## config.mk

```make
export PLATFORM = sky130hd
export DESIGN_NAME = pc_redirect_arbiter
export DESIGN_NICKNAME = d
export VERILOG_FILES = /design/src/rtl/pc_redirect_arbiter.sv
export SDC_FILE = /design/constraint.sdc
export NUM_CORES = 1
export LEC_CHECK = 0
export ABC_AREA = 1
export CELL_PAD_IN_SITES_DETAIL_PLACEMENT = 1
export CELL_PAD_IN_SITES_GLOBAL_PLACEMENT = 2
export CORE_MARGIN = 5
export CORE_UTILIZATION = 35
export CTS_BUF_LIST = sky130_fd_sc_hd__clkbuf_8
export DETAILED_ROUTE_END_ITERATION = 8
export GPL_ROUTABILITY_DRIVEN = 0
export GPL_TIMING_DRIVEN = 0
export HOLD_SLACK_MARGIN = 0.08
export PLACE_DENSITY = 0.88
export SETUP_SLACK_MARGIN = 0.1
export SYNTH_ARGS = -nofsm -noshare
export SYNTH_HDL_FRONTEND = slang
export SYNTH_SLANG_ARGS = --single-unit
```

## constraint.sdc

```tcl
create_clock -name clk -period 23.7 [get_ports clk]
set_input_delay 2.37 -clock clk [delete_from_list [all_inputs] [get_ports clk]]
set_output_delay 2.37 -clock clk [all_outputs]
set_load 0.02 [all_outputs]
```

## src/rtl/pc_redirect_arbiter.sv

```systemverilog
// rtl/pc_redirect_arbiter.sv - oldest-first redirect arbiter with per-source slots and younger squash
module pc_redirect_arbiter #(
    parameter int NUM_REQ  = 4,
    parameter int ID_WIDTH = 6,
    parameter int PC_WIDTH = 32
) (
    input  logic                         clk,
    input  logic                         rst_n,
    input  logic [NUM_REQ-1:0]           req_valid,
    input  logic [NUM_REQ*PC_WIDTH-1:0]  req_pc,
    input  logic [NUM_REQ*ID_WIDTH-1:0]  req_issue_id,
    output logic [NUM_REQ-1:0]           slot_full,
    output logic                         redir_valid,
    output logic [PC_WIDTH-1:0]          redir_pc,
    output logic [ID_WIDTH-1:0]          redir_issue_id,
    input  logic                         redir_ready,
    output logic [15:0]                  drop_cnt
);

    // Up to two discards per source per cycle (slot squash + pulse squash, or one collision).
    localparam int INC_W = $clog2(2 * NUM_REQ + 1);

    // a is older than b when the modular difference lands in the upper half of the ID space.
    function automatic logic is_older(input logic [ID_WIDTH-1:0] a, input logic [ID_WIDTH-1:0] b);
        logic [ID_WIDTH-1:0] diff;
        diff = a - b;
        return diff[ID_WIDTH-1];
    endfunction

    logic [NUM_REQ-1:0]  slot_v;
    logic [PC_WIDTH-1:0] slot_pc [NUM_REQ];
    logic [ID_WIDTH-1:0] slot_id [NUM_REQ];

    logic [NUM_REQ-1:0]  slot_v_nx;
    logic [PC_WIDTH-1:0] slot_pc_nx [NUM_REQ];
    logic [ID_WIDTH-1:0] slot_id_nx [NUM_REQ];

    logic [PC_WIDTH-1:0] in_pc [NUM_REQ];
    logic [ID_WIDTH-1:0] in_id [NUM_REQ];

    logic                accept;
    logic                load;
    logic [NUM_REQ-1:0]  pulse_ok;
    logic [NUM_REQ-1:0]  slot_sq;
    logic [NUM_REQ-1:0]  elig;
    logic [NUM_REQ-1:0]  keep;
    logic [NUM_REQ-1:0]  sel_oh;
    logic                sel_found;
    logic [PC_WIDTH-1:0] sel_pc;
    logic [ID_WIDTH-1:0] sel_id;
    logic [INC_W-1:0]    drop_inc;
    logic [16:0]         drop_sum;
    logic [15:0]         drop_nx;

    assign slot_full = slot_v;

    // Squash filtering, oldest-eligible selection and slot next-state with drop accounting.
    always_comb begin
        accept    = redir_valid && redir_ready;
        load      = !redir_valid || accept;
        pulse_ok  = '0;
        slot_sq   = '0;
        elig      = '0;
        keep      = '0;
        sel_oh    = '0;
        sel_found = 1'b0;
        sel_pc    = '0;
        sel_id    = '0;
        drop_inc  = '0;
        slot_v_nx = '0;
        for (int i = 0; i < NUM_REQ; i++) begin
            in_pc[i]      = req_pc[i*PC_WIDTH +: PC_WIDTH];
            in_id[i]      = req_issue_id[i*ID_WIDTH +: ID_WIDTH];
            slot_pc_nx[i] = slot_pc[i];
            slot_id_nx[i] = slot_id[i];
        end

        // The accepted redirect kills anything younger, both held and arriving.
        for (int i = 0; i < NUM_REQ; i++) begin
            pulse_ok[i] = req_valid[i] && !(accept && is_older(redir_issue_id, in_id[i]));
            slot_sq[i]  = slot_v[i] && accept && is_older(redir_issue_id, slot_id[i]);
            elig[i]     = slot_v[i] && !slot_sq[i];
        end

        // Strictly-older comparison keeps the lowest index on an ID tie.
        for (int i = 0; i < NUM_REQ; i++) begin
            if (elig[i] && (!sel_found || is_older(slot_id[i], sel_id))) begin
                sel_found = 1'b1;
                sel_oh    = '0;
                sel_oh[i] = 1'b1;
                sel_pc    = slot_pc[i];
                sel_id    = slot_id[i];
            end
        end

        // Order per source: pulse filter, selection clear, then capture.
        for (int i = 0; i < NUM_REQ; i++) begin
            keep[i]      = elig[i] && !(load && sel_oh[i]);
            slot_v_nx[i] = keep[i];
            if (slot_sq[i]) begin
                drop_inc = drop_inc + INC_W'(1);
            end
            if (req_valid[i] && !pulse_ok[i]) begin
                drop_inc = drop_inc + INC_W'(1);
            end
            if (pulse_ok[i]) begin
                if (!keep[i]) begin
                    slot_v_nx[i]  = 1'b1;
                    slot_pc_nx[i] = in_pc[i];
                    slot_id_nx[i] = in_id[i];
                end else begin
                    drop_inc = drop_inc + INC_W'(1);
                    if (is_older(in_id[i], slot_id[i])) begin
                        slot_pc_nx[i] = in_pc[i];
                        slot_id_nx[i] = in_id[i];
                    end
                end
            end
        end

        drop_sum = {1'b0, drop_cnt} + 17'(drop_inc);
        drop_nx  = drop_sum[16] ? 16'hFFFF : drop_sum[15:0];
    end

    // Slot, output and drop-counter registers; reset discards everything at once.
    always_ff @(posedge clk or negedge rst_n) begin
        if (!rst_n) begin
            slot_v         <= '0;
            redir_valid    <= 1'b0;
            redir_pc       <= '0;
            redir_issue_id <= '0;
            drop_cnt       <= '0;
            for (int i = 0; i < NUM_REQ; i++) begin
                slot_pc[i] <= '0;
                slot_id[i] <= '0;
            end
        end else begin
            slot_v   <= slot_v_nx;
            drop_cnt <= drop_nx;
            for (int i = 0; i < NUM_REQ; i++) begin
                slot_pc[i] <= slot_pc_nx[i];
                slot_id[i] <= slot_id_nx[i];
            end
            if (load) begin
                redir_valid <= sel_found;
                if (sel_found) begin
                    redir_pc       <= sel_pc;
                    redir_issue_id <= sel_id;
                end
            end
        end
    end

endmodule

```

==> metrics.md, run 1 <==
| Metric | Value |
|---|---|
| Worst path depth | 86 |
| EDFF count, synth | 0 |
| Via count | 11,300 |
| Most frequent cells in the layout | nand2_1, clkdlybuf4s50_1, dfrtp_1 |
| Reg2reg start | redir_issue_id[2] |
| R2r worst-path depth | 88 |
| Max frequency | 64.2 MHz |
| DRT Pass-1 Iters | 5 |
| Actual slew at the worst max-slew pin | 0.940 ns |
| Period utilization | 0.657 |
| First-pass GRT wire length | 67.0 mm |
| Avg Vias per Cell | roughly 5.1 |
| Netlist Area Pre-Place | about 12,000 um2 |
| Predominant post-synthesis flop cell | dfrtp_1 |
| Synth Instances | 1,481 |
| CORE AREA | between 30,000 and 40,000 um2 |
| Vias in the first global route | 12,300 |
| Antenna violations before repair | 7 |
| Hold Startpoint | redir_pc[6] |
| Die area | 38,900 um2 |
| Cell Rows | 68 |
| Largest net degree at the start of global routing | 96 |
| Layout area overhead | 29.4% |
| DR WL/cell | roughly 19 um |
| Status | completed |
| Relative slew margins | 0.369 |
| Register cell area after layout | ~5300 um2 |
| Most used cell, CP | nand2_1 |
| Ranking of synthesized cells by area | dfrtp_1, nand2_1, ha_1 |
| Slew Viols, Final | 0 |
| IO Pins | 218 |
| Worst Path Buf+Inv | 14 |
| Multi-input gate area | 6080 um2 |
| CTS Root Cell | clkbuf_8 |
| Setup tns final | 0 ns |
| CP Launch Point | redir_ready |
| Commonest non-fill, non-tap cell in the layout | nand2_1 |
| Yosys cell types | 44 |
| Post-DP HPWL | 33.8 mm |
| #FFs+latches synth | about 210 |
| Final ANT Viol Nets | 0 |
| Worst Setup EP | drop_cnt[13] |
| NumNets Final | 1,976 |
| Post-synth top area share | 0.430 |
| R2R setup slack | 9.33 ns |
| Leading area contributor after synthesis | dfrtp_1 |
| Die extent in x | a little under 200 um |
| Crit. End Element | register |
| Crit Path Max Fanout | 10 |
| Seq/Total Area, Yosys | 0.430 |
| Crit Reg-Reg Endpoint | drop_cnt[13] |
| Max incr delay on CP | 0.49 ns |
| Clk buf depth | 3 |
| Die Y | ~200 um |
| Hold_buf cts | 0 |
| GRT Util Overall | 0.217 |
| CTS resizes | 0 |
| Post-Syn Area per Cell | 8.29 um2 |
| Clk slew on worst S/H paths | approximately 0.06 ns |
| FFs w/ async S/R, synth | 1.00 |
| Starting Density | 0.355 |
| Hold Vio Cnt, Final | 0 |
| Finish-stage setup viols | 0 |
| Skew-Pair Late Insertion Delay | 0.55 ns |
| Syn_nets | between 1,500 and 2,000 |
| CTS tree | yes |
| YS warnings | 0 |
| RSZ-0062 raised after global routing | false |
| Top Family by Delay on Critical Path | simple AND/OR/NAND/NOR gates |
| CP startpoint kind | input port |
| CTS sink cnt | 211 |
| # DRC | 0 |
| H-tree Lvls | 2 |
| 1st-iter DRT viols | 446 |
| WL final | between 40 and 50 mm |
| Fin crit period | 15.58 ns |
| Critical Path AT | 16.05 ns |
| Tightest Hold Check Type | register to register |
| Proportion of layout cells with a drive suffix above 1 | 0.110 |
| Worst Skew | 0.0277 ns |
| Aggregate global routing overflow | 0 |
| Slowest cell on the critical path | clkbuf_1 |
| Total CTS buffers | 41 |
| Critical path class | input port to register |
| CP required | 24.16 ns |
| Max Cap Viol | 0 |
| Post-CTS setup buffers | 0 |
| Fill cells | 4,157 |
| Input/output buffers | about 220 |
[cell usage after synthesis (8+ instances only)]
cell type and count:
inv_1 172, o21ai_0 139, nor2_1 120, a211oi_1 10, o211ai_1 9, xor2_1 9
nand2_1 287, clkbuf_1 51, nand3_1 93, nand4_1 14, a221oi_1 9, nand2_2 13
ha_1 73, inv_2 9, dfrtp_1 211, nand3_2 12, mux2_2 81, xnor2_1 11
or2_2 8, a21oi_1 101
[how the worst min path moves through the flow]
| stage | endpoint | depth (start not counted) |
|---|---|---|
| 2_1_floorplan | slot_id[20] | 2 |
| 3_3_place_gp | redir_pc[31] | 2 |
| 3_5_place_dp | redir_pc[14] | 2 |
| 4_1_cts | redir_pc[14] | 2 |
| 5_1_grt | slot_pc[19] | 1 |
| 6_report | redir_pc[6] | 2 |
[area by class of cell]
| cell class | instances | area share |
|---|---|---|
| inverters | 182 | 0.0430 |
| flip-flops and latches | 211 | 0.332 |
| clock buffers | 50 | 0.0433 |
| well taps | 455 | 0.0358 |
| repair buffers | 219 | 0.140 |
| clock inverters | 22 | 0.00771 |
| multi-input cells | 1030 | 0.382 |
| plain buffers | 58 | 0.0151 |
| diodes | 1 | 0.000157 |
[per-stage QoR]
| stage | instance area, um2 | setup slack [ns] | hold slack [ns] | utilization | std cells |
|---|---|---|---|---|---|
| floorplan | 12300 | 10.50 | 0.453 | - | 1481 |
| global placement | 15000 | 7.96 | 0.468 | 0.434 | 2153 |
| detailed placement | 15100 | 7.64 | 0.479 | 0.436 | 2155 |
| CTS | 15900 | 8.09 | 0.496 | 0.459 | 2227 |
| global route | 15900 | 6.72 | 0.511 | 0.459 | 2227 |
| finish | 15900 | 8.12 | 0.489 | 0.459 | 2228 |
[flip-flops by register name, indices dropped and copies added, names as in the netlist]
register / count
slot_pc: 128
drop_cnt: 16
redir_issue_id: 6
slot_id: 24
redir_valid: 1
slot_full: 4
redir_pc: 32
[cells by family (layout without fill, tap and decap cells)]
group,after synthesis,in the layout,share of synthesized area
AND/OR/NAND/NOR,568,568,0.204
AO/OA/AOI/OAI,287,287,0.127
buffers and inverters,240,531,0.0752
flip-flops,211,211,0.430
multiplexers,81,81,0.0743
adder cells (fa/ha/maj),74,74,0.0760
XOR/XNOR,20,20,0.0143
other,0,1,0
[worst min-delay path: stages, from the launching register on]
cell	delay [ns]
dfrtp_1	0.34
nand2_1	0.05
o21ai_0	0.06
[per-layer routing]
metal | routed length (um) | global-route usage
met5 | 88 | 0
met2 | 21400 | 0.385
met3 | 2310 | 0.0490
met4 | 1040 | 0.0601
met1 | 17800 | 0.265
Power of run 1 is left out: the tool's default activity adds up to more than one toggle a clock period on the data nets, which glitch-free logic cannot reach.
==> run 2: changes to the inputs <==
Settings changed: CORE_UTILIZATION 35 to 32, PLACE_DENSITY 0.88 to 0.82.
Clock period 23.7 ns to 15.31 ns, I/O delays scaled along.
==> metrics.md, run 2 (synthesized netlist as in run 1, its figures left out) <==
| Metric | Value |
|---|---|
| Largest net degree at the start of global routing | 78 |
| Max frequency | 71.7 MHz |
| Slew Viols, Final | 0 |
| Period utilization | 0.911 |
| NumNets Final | 1,976 |
| Avg Vias per Cell | about 5 |
| Setup tns final | 0 ns |
| Finish-stage setup viols | 0 |
| Slowest cell on the critical path | clkdlybuf4s50_1 |
| Proportion of layout cells with a drive suffix above 1 | 0.113 |
| Critical Path AT | 14.43 ns |
| Min-Delay Path Depth | 2 |
| Relative slew margins | 0.330 |
| Crit Path Max Fanout | 10 |
| WL final | 43.7 mm |
| Aggregate global routing overflow | 0 |
| Hold Path End | redir_pc[28] |
| Die area | 42,400 um2 |
| CTS tree | yes |
| Total CTS buffers | slightly above 40 |
| Starting Density | 0.325 |
| 1st-iter DRT viols | 350 |
| Post-DP HPWL | around 35 mm |
| Critical path class | input port to register |
| CP startpoint kind | input port |
| DR WL/cell | 19.1 um |
| Hold Vio Cnt, Final | 0 |
| Actual slew at the worst max-slew pin | 1.00 ns |
| Most frequent cells in the layout | nand2_1, clkdlybuf4s50_1, dfrtp_1 |
| Worst Path Buf+Inv | 16 |
| Tightest Hold Check Type | register to register |
| Max incr delay on CP | around 0.45 ns |
| CTS sink cnt | 211 |
| Hold_buf cts | 0 |
| Cell Rows | 71 |
| Most used cell, CP | nand2_1 |
| Skew-Pair Late Insertion Delay | 0.55 ns |
| Worst Skew | 0.0166 ns |
| Clk slew on worst S/H paths | 0.06 ns |
| Layout area overhead | 30.0% |
| Vias in the first global route | 12,100 |
| Via count | 11,200 |
| Crit Reg-Reg Endpoint | drop_cnt[13] |
| R2R setup slack | 1.63 ns |
| Reg2reg start | redir_issue_id[4] |
| GRT Util Overall | 0.205 |
| Placed Cells | 2,211 |
| CTS Root Cell | clkbuf_8 |
| CORE AREA | 37,800 um2 |
| Hold_ws | 0.487 ns |
| Post-CTS setup buffers | 0 |
| Worst path depth | 86 |
| Antenna violations before repair | 5 |
| CP required | 15.79 ns |
| Commonest non-fill, non-tap cell in the layout | nand2_1 |
| IO Pins | 218 |
| Max FFs per register | approximately 130 |
| H-tree Lvls | 2 |
| Finished Layout Cells | 2,284 |
| Crit. End Element | register |
| Final ANT Viol Nets | 0 |
| Status | completed |
| Input/output buffers | about 220 |
| Fin crit period | 13.95 ns |
| R2r worst-path depth | 86 |
| DRT Pass-1 Iters | 4 |
| Die Y | ~210 um |
| Clk buf depth | 3 |
| Hold Startpoint | redir_pc[28] |
| CTS resizes | 0 |
| First-pass GRT wire length | between 60 and 70 mm |
| Biggest regs | slot_pc (128), redir_pc (32), slot_id (24) |
| RSZ-0062 raised after global routing | false |
| Die extent in x | roughly 210 um |
| Most flops, register | slot_pc |
| Max Cap Viol | 0 |
| # DRC | 0 |
| Top Family by Delay on Critical Path | simple AND/OR/NAND/NOR gates |
run 2: cell types whose count changed in the layout (fill, tap and decap cells not counted):
| cell | previous run | this run |
|---|---|---|
| clkbuf_1 | 51 | 47 |
| clkbuf_2 | 0 | 4 |
| clkbuf_8 | 50 | 52 |
| bufinv_16 | 1 | 0 |
| clkinvlp_4 | 3 | 2 |
| diode_2 | 1 | 2 |
| inv_1 | 188 | 187 |
| nor3_1 | 5 | 4 |
| nor3_2 | 0 | 1 |
run 2: layout make-up:
class | count | area (um2)
fillers | 4559 | 21800
multi-input cells | 1030 | 6080
flip-flops and latches | 211 | 5280
repair buffers | 219 | 2230
clock buffers | 52 | 716
inverters | 182 | 683
well taps | 511 | 639
plain buffers | 58 | 245
clock inverters | 19 | 81.3
diodes | 2 | 5.00
run 2: through the flow:
step                setup slack, ns  utilization  instance area [um2]
floorplan                      2.95            -                12300
global placement              0.379        0.400                15100
detailed placement            0.153        0.401                15200
CTS                           0.687        0.422                15900
global route                  0.119        0.423                16000
finish                         1.36        0.423                16000
run 2: worst max path at each step:
stage	start	to	slack [ns]
after floorplan	redir_ready	drop_cnt[13]	2.95
after global placement	redir_ready	drop_cnt[13]	0.38
final	redir_ready	drop_cnt[13]	1.36
after global routing	redir_ready	drop_cnt[15]	0.12
after CTS	redir_ready	drop_cnt[13]	0.69
after detailed placement	redir_ready	drop_cnt[13]	0.15
run 2: worst register-to-register path, delay by kind of cell (launching register included):
family	cells	cell delay (ns)
and+or+nand+nor	52	6.47
AOI/OAI and AO/OA	6	1.19
DFF	1	0.68
adders and majority gates	12	3.41
xor gates and xnor gates	1	0.08
buffers and inverters	15	1.80
run 2: routing by layer:
metal / vias up / share of wire / wire (um) / track usage
li1: 5434 / - / - / -
met1: 5461 / 0.42 / 18500 / 0.252
met2: 198 / 0.51 / 22100 / 0.374
met5: - / 0.0011 / 49 / 0
met3: 56 / 0.054 / 2340 / 0.0430
met4: 8 / 0.016 / 709 / 0.0373
Power of run 2 is left out for the same reason.
==> RTL change 1 (config.mk and constraints of run 2) <==
Put one more register stage on the output `redir_pc`, cleared by the reset. The value now appears one clock later. The other outputs are not delayed to match.
--- a/src/rtl/pc_redirect_arbiter.sv
+++ b/src/rtl/pc_redirect_arbiter.sv
@@ -20,4 +20,6 @@
     // Up to two discards per source per cycle (slot squash + pulse squash, or one collision).
     localparam int INC_W = $clog2(2 * NUM_REQ + 1);
+
+    logic [PC_WIDTH-1:0] redir_pc_s0;
 
     // a is older than b when the modular difference lands in the upper half of the ID space.
@@ -128,5 +130,5 @@
             slot_v         <= '0;
             redir_valid    <= 1'b0;
-            redir_pc       <= '0;
+            redir_pc_s0    <= '0;
             redir_issue_id <= '0;
             drop_cnt       <= '0;
@@ -145,5 +147,5 @@
                 redir_valid <= sel_found;
                 if (sel_found) begin
-                    redir_pc       <= sel_pc;
+                    redir_pc_s0    <= sel_pc;
                     redir_issue_id <= sel_id;
                 end
@@ -152,4 +154,12 @@
     end
 
+    always_ff @(posedge clk or negedge rst_n) begin
+        if (!rst_n) begin
+            redir_pc <= '0;
+        end else begin
+            redir_pc <= redir_pc_s0;
+        end
+    end
+
 endmodule
 
Formal check against the unedited RTL: not equivalent (Yosys sat finds a counterexample within 4 cycles, from zero or initial values and one cycle with rst_n low).
==> RTL change 1 against run 2 <==
Maximum frequency shrank 0.28%. Clock skew rose by 0.024 ns. Utilization increased by 0.057 points. Sequential cell count rose by 32. Cell area is 6.1% higher. Synthesized area increased by 5.9%. Synthesized cell count rose by 1.4%. Sequential share of layout area is 2.8 points higher. Setup slack worse by 0.039 ns. Wire length is 2.6% higher. Critical endpoint unchanged.
Power is not shown: default switching activity piles up to over one toggle a cycle in this logic, so the estimate is an artifact.
==> RTL change 1: results (changes against run 2) <==
- Outcome: completed (unchanged)
- Htree depth: 2 (unchanged)
- Netlist cell types: 43 (was 44)
- Post-synthesis sequential area ratio: 46.74% (was 43.00%)
- DRT iter0 DRCs: 453 (was 350)
- Vias in the first global route: 12701 (was 12133)
- Worst Skew: 0.04083 ns (was 0.01664 ns)
- Layout cells sized above 1: 11.42% (was 11.29%)
- NumNets Final: 2002 (was 1976)
- Final setup violation count: 0 (unchanged)
- Slowest stage delay, CP: 0.49 ns (was 0.45 ns)
- Drt wl/cell: 19.21 µm (was 19.11 µm)
- Fillers: 4750 (was 4559)
- PortBufs: 217 (unchanged)
- All-Layer GR Usage: 20.05% (was 20.47%)
- Num CTS Buffers: 46 (was 41)
- Post-DP HPWL: 34.32 mm (was 34.54 mm)
- Synth top area cells: dfrtp_1, nand2_1, ha_1, mux2_2, inv_1 (was dfrtp_1, nand2_1, ha_1, mux2_2, o21ai_0)
- Largest net degree at the start of global routing: 112 (was 78)
- Critical path's top delay family: simple AND/OR/NAND/NOR gates (unchanged)
- Most common library cells after synthesis: nand2_1, dfrtp_1, inv_1, nor2_1, o21ai_0 (was nand2_1, dfrtp_1, inv_1, o21ai_0, nor2_1)
- Global Route met1 Usage: 26.41% (was 25.16%)
- Primary FF master, synth: dfrtp_1 (unchanged)
- Post-CTS setup repair buffer count: 0 (unchanged)
- Met2 GRT Util: 32.97% (was 37.39%)
- Root Driver: clkbuf_8 (unchanged)
- Global-route wire length before repair: 70.60 mm (was 67.44 mm)
- Biggest registers after layout: slot_pc x128, redir_pc x32, redir_pc_s0 x32 (was slot_pc x128, redir_pc x32, slot_id x24)
- Post-synthesis async set-or-reset flop share: 100.0% (unchanged)
- DR pass1 iterations: 4 (unchanged)
- Post-synth EDFFs: 0 (unchanged)
- Via count: 11399 (was 11157)
- CTS clk-pin slew, worst paths: 0.07 ns
- Clk buf depth: 3 (unchanged)
- CP arrival: 14.51 ns (was 14.43 ns)
- Ys Warns: 0 (unchanged)
- Clock Latency Late Sink: 0.62 ns (was 0.55 ns)
- Crit-path slowest cell: clkdlybuf4s50_1 (unchanged)
- Hold crit path type: reg2reg (unchanged)
- Crit Path Max Fanout: 10 (unchanged)
- Syn nets: 1735 (was 1714)
- Initial antenna violation count: 7 (was 5)
- GR Util met3: 4.431% (was 4.299%)
- Slew HR: 24.55% (was 33.00%)
==> RTL change 1: cell types whose count changed in the layout (fill, tap and decap cells not counted), moves of 7 or more <==
cell      delta
nand3_1     -17
a221oi_1     -9
o21ai_0     -30
a31oi_1      +7
clkbuf_8     +7
dfrtp_1     +32
o22ai_1     +17
a211oi_1    +10
nand2_1     +14
==> RTL change 1: kinds of logic after synthesis <==
logic type      share of synthesized area, %
xor+xnor                               1.347
flops                                  46.74
buf+inv                                7.098
mux                                    6.665
compound gates                         11.94
simple gates                           19.03
fa+ha+maj                              7.175
==> RTL change 1: timing repair <==
action | in CTS | in global routing
resized for setup | 0 | 5
endpoints found under the setup margin | 0 | 16
hold buffers | 0 | 0
==> RTL change 1: worst paths after layout <==
path	start	depth (start not counted)	slack [ns]	endpoint
worst max-delay path	redir_ready	88	1.32	drop_cnt[13]$_DFF_PN0_
worst min-delay path	redir_pc_s0[23]$_DFFE_PN0P_	0	0.35	redir_pc[23]$_DFF_PN0_
worst max register to register	redir_issue_id[4]$_DFFE_PN0P_	88	1.58	drop_cnt[13]$_DFF_PN0_
worst min register to register	redir_pc_s0[23]$_DFFE_PN0P_	0	0.35	redir_pc[23]$_DFF_PN0_
max in group asynchronous	rst_n	3	13.16	slot_id[16]$_DFFE_PN0P_
min in group asynchronous	rst_n	1	0.83	redir_pc[4]$_DFF_PN0_
==> RTL change 1: stage by stage <==
stage                     utilization (%)  hold WS (ns)  std cells  instance area [µm²]  setup WS [ns]
final                               42.34        0.3519       2331                16940          1.318
after global routing                42.33        0.3615       2330                16940         0.1195
after CTS                           42.32        0.3418       2329                16930         0.6828
after detailed placement            39.74        0.3633       2246                15900        0.07251
after global placement              39.59        0.3587       2244                15840         0.3742
after floorplan                         -        0.3540       1502                13010          3.102
==> RTL change 1: worst reg2reg max path, delay by kind of cell (launching register included) <==
family,cells,cell delay [ns]
AOI/OAI and AO/OA,7,1.14
adders and majority gates,12,3.49
buffers and inverters,16,1.95
DFF,1,0.74
and+or+nand+nor,53,6.30
==> RTL change 1: layout make-up <==
type                    count  share of cell area (%)
flip-flops and latches    243                   35.90
inverters                 186                   4.122
repair buffers            219                   13.18
diodes                      2                 0.02955
plain buffers              55                   1.344
clock buffers              59                   4.794
clock inverters            24                   1.300
multi-input cells        1018                   35.45
well taps                 525                   3.878
==> RTL change 1: layer usage <==
layer	vias to the layer above	wire length, µm
met5	-	62
met4	10	1281
met3	80	2105
met2	213	20980
met1	5601	20360
li1	5495	-
==> RTL change 2 (flow settings as in run 2) <==
Made on the original files. Change the parameter `PC_WIDTH` from 32 to 16.
--- a/src/rtl/pc_redirect_arbiter.sv
+++ b/src/rtl/pc_redirect_arbiter.sv
@@ -3,5 +3,5 @@
     parameter int NUM_REQ  = 4,
     parameter int ID_WIDTH = 6,
-    parameter int PC_WIDTH = 32
+    parameter int PC_WIDTH = 16
 ) (
     input  logic                         clk,
Interface: changed (resized redir_pc and req_pc); port bits go from 218 to 138. No check against the original RTL was run, so the function may have changed too.
==> RTL change 2 against run 2 <==
Synthesized area is 28% lower. Register-to-register slack better by 0.40 ns. Highest routed layer unchanged. Die area is 27% lower. Count of clock-buffer cells in the layout is 34 lower. Cell area is 30% lower. Setup slack better by 0.30 ns. Wire length is 37% lower. First-iteration DRC count is 2.0% lower. Sequential cell count is 80 lower. Critical path depth is 4 lower. Maximum frequency is 2.2% higher. Utilization is 2.0 points lower.
Power is not shown: default switching activity piles up to over one toggle a cycle in this logic, so the estimate is an artifact.
==> RTL change 2: results (changes against run 2) <==
- Outcome: completed (unchanged)
- Hold depth: 1 (was 2)
- Worst Skew: 0.01669 ns (was 0.01664 ns)
- Global Route met1 Usage: 23.57% (was 25.16%)
- Post-DP HPWL: 22.13 mm (was 34.54 mm)
- Most common library cells after synthesis: nand2_1, inv_1, dfrtp_1, nand3_1, ha_1 (was nand2_1, dfrtp_1, inv_1, o21ai_0, nor2_1)
- All-Layer GR Usage: 18.13% (was 20.47%)
- Antenna fix cells: 0 (was 2)
- CTS clk-pin slew, worst paths: 0.09 ns (was 0.06 ns)
- Routed length on met1: 12.74 mm (was 18.49 mm)
- Vias in the first global route: 8655 (was 12133)
- PortBufs: 137 (was 217)
- Crit path kind: in2reg (unchanged)
- Dpl ws: 0.5033 ns (was 0.1530 ns)
- Via count: 8026 (was 11157)
- Crit path from: redir_ready (unchanged)
- Worst R2R Setup Slack: 2.03 ns (was 1.63 ns)
- Min Hold Slack: 0.5118 ns (was 0.4874 ns)
- Initial antenna violation count: 3 (was 5)
- Num CTS Buffers: 17 (was 41)
- Met2 GRT Util: 31.71% (was 37.39%)
- Hold Path End: slot_pc[39]$_DFFE_PN0P_ (was redir_pc[28]$_DFFE_PN0P_)
- Met3 wire len: 926 µm (was 2.336 mm)
- Placed inst area: 10740 µm² (was 15150 µm²)
- Biggest registers after layout: slot_pc x64, slot_id x24 (was slot_pc x128, redir_pc x32, slot_id x24)
- Fillers: 3383 (was 4559)
- R2R cell count: 82 (was 86)
- Crit Path Max Fanout: 17 (was 10)
- Layout cells sized above 1: 10.90% (was 11.29%)
- Root Driver: clkbuf_8 (unchanged)
- Largest net degree at the start of global routing: 81 (was 78)
- Htree depth: 4 (was 2)
- Drt wl/cell: 16.48 µm (was 19.11 µm)
- Final period util: 89.20% (was 91.13%)
- Global-route wire length before repair: 44.92 mm (was 67.44 mm)
- Synth top area cells: dfrtp_1, ha_1, nand2_1, inv_1, mux2_2 (was dfrtp_1, nand2_1, ha_1, mux2_2, o21ai_0)
- Final WL: 27.54 mm (was 43.66 mm)
- Slowest stage delay, CP: 0.50 ns (was 0.45 ns)
- NumNets Final: 1449 (was 1976)
- DR WL met2: 13.57 mm (was 22.07 mm)
- Clk buf depth: 2 (was 3)
- Hold Crit Start: slot_pc[39]$_DFFE_PN0P_ (was redir_pc[28]$_DFFE_PN0P_)
- DR pass1 iterations: 5 (was 4)
- Clock Latency Late Sink: 0.46 ns (was 0.55 ns)
- DRT iter0 DRCs: 343 (was 350)
- Syn_area_per_cell: 7.891 µm² (was 8.291 µm²)
- Worst slew pin tran: 1.040 ns (was 1.005 ns)
- CP arrival: 14.03 ns (was 14.43 ns)
- FF+latch count, synth: 131 (was 211)
- GR Util met3: 3.255% (was 4.299%)
- DP Cell Count: 1640 (was 2211)
- Netlist cell types: 42 (was 44)
- Post-synthesis sequential area ratio: 36.96% (was 43.00%)
- Syn nets: 1293 (was 1714)
-- RTL change 2: kinds of logic after synthesis --
logic type               after synthesis  share of synthesized area [%]
flip-flops                           131                          36.96
buffers and inverters                201                          8.774
AND/OR/NAND/NOR                      464                          23.63
adder cells (fa/ha/maj)               74                          10.52
XOR/XNOR                              22                          2.172
multiplexers                          43                          5.459
AO/OA/AOI/OAI                        189                          12.48
-- RTL change 2: worst max-delay path, delay by kind of cell --
kind            cells  cell delay (ns)
simple gates       49             6.07
fa+ha+maj          11             3.21
buf+inv            13             1.66
compound gates      9             1.54
-- RTL change 2: final cells by class --
class | count | area (µm²) | area share (%)
Tap cell | 378 | 473.0 | 4.262
Inverter | 169 | 634.4 | 5.716
Clock buffer | 18 | 247.7 | 2.232
Timing Repair Buffer | 138 | 1400 | 12.62
Multi-Input combinational cell | 792 | 4820 | 43.43
Buffer | 31 | 141.4 | 1.274
Sequential cell | 131 | 3278 | 29.54
Clock inverter | 14 | 103.9 | 0.9357
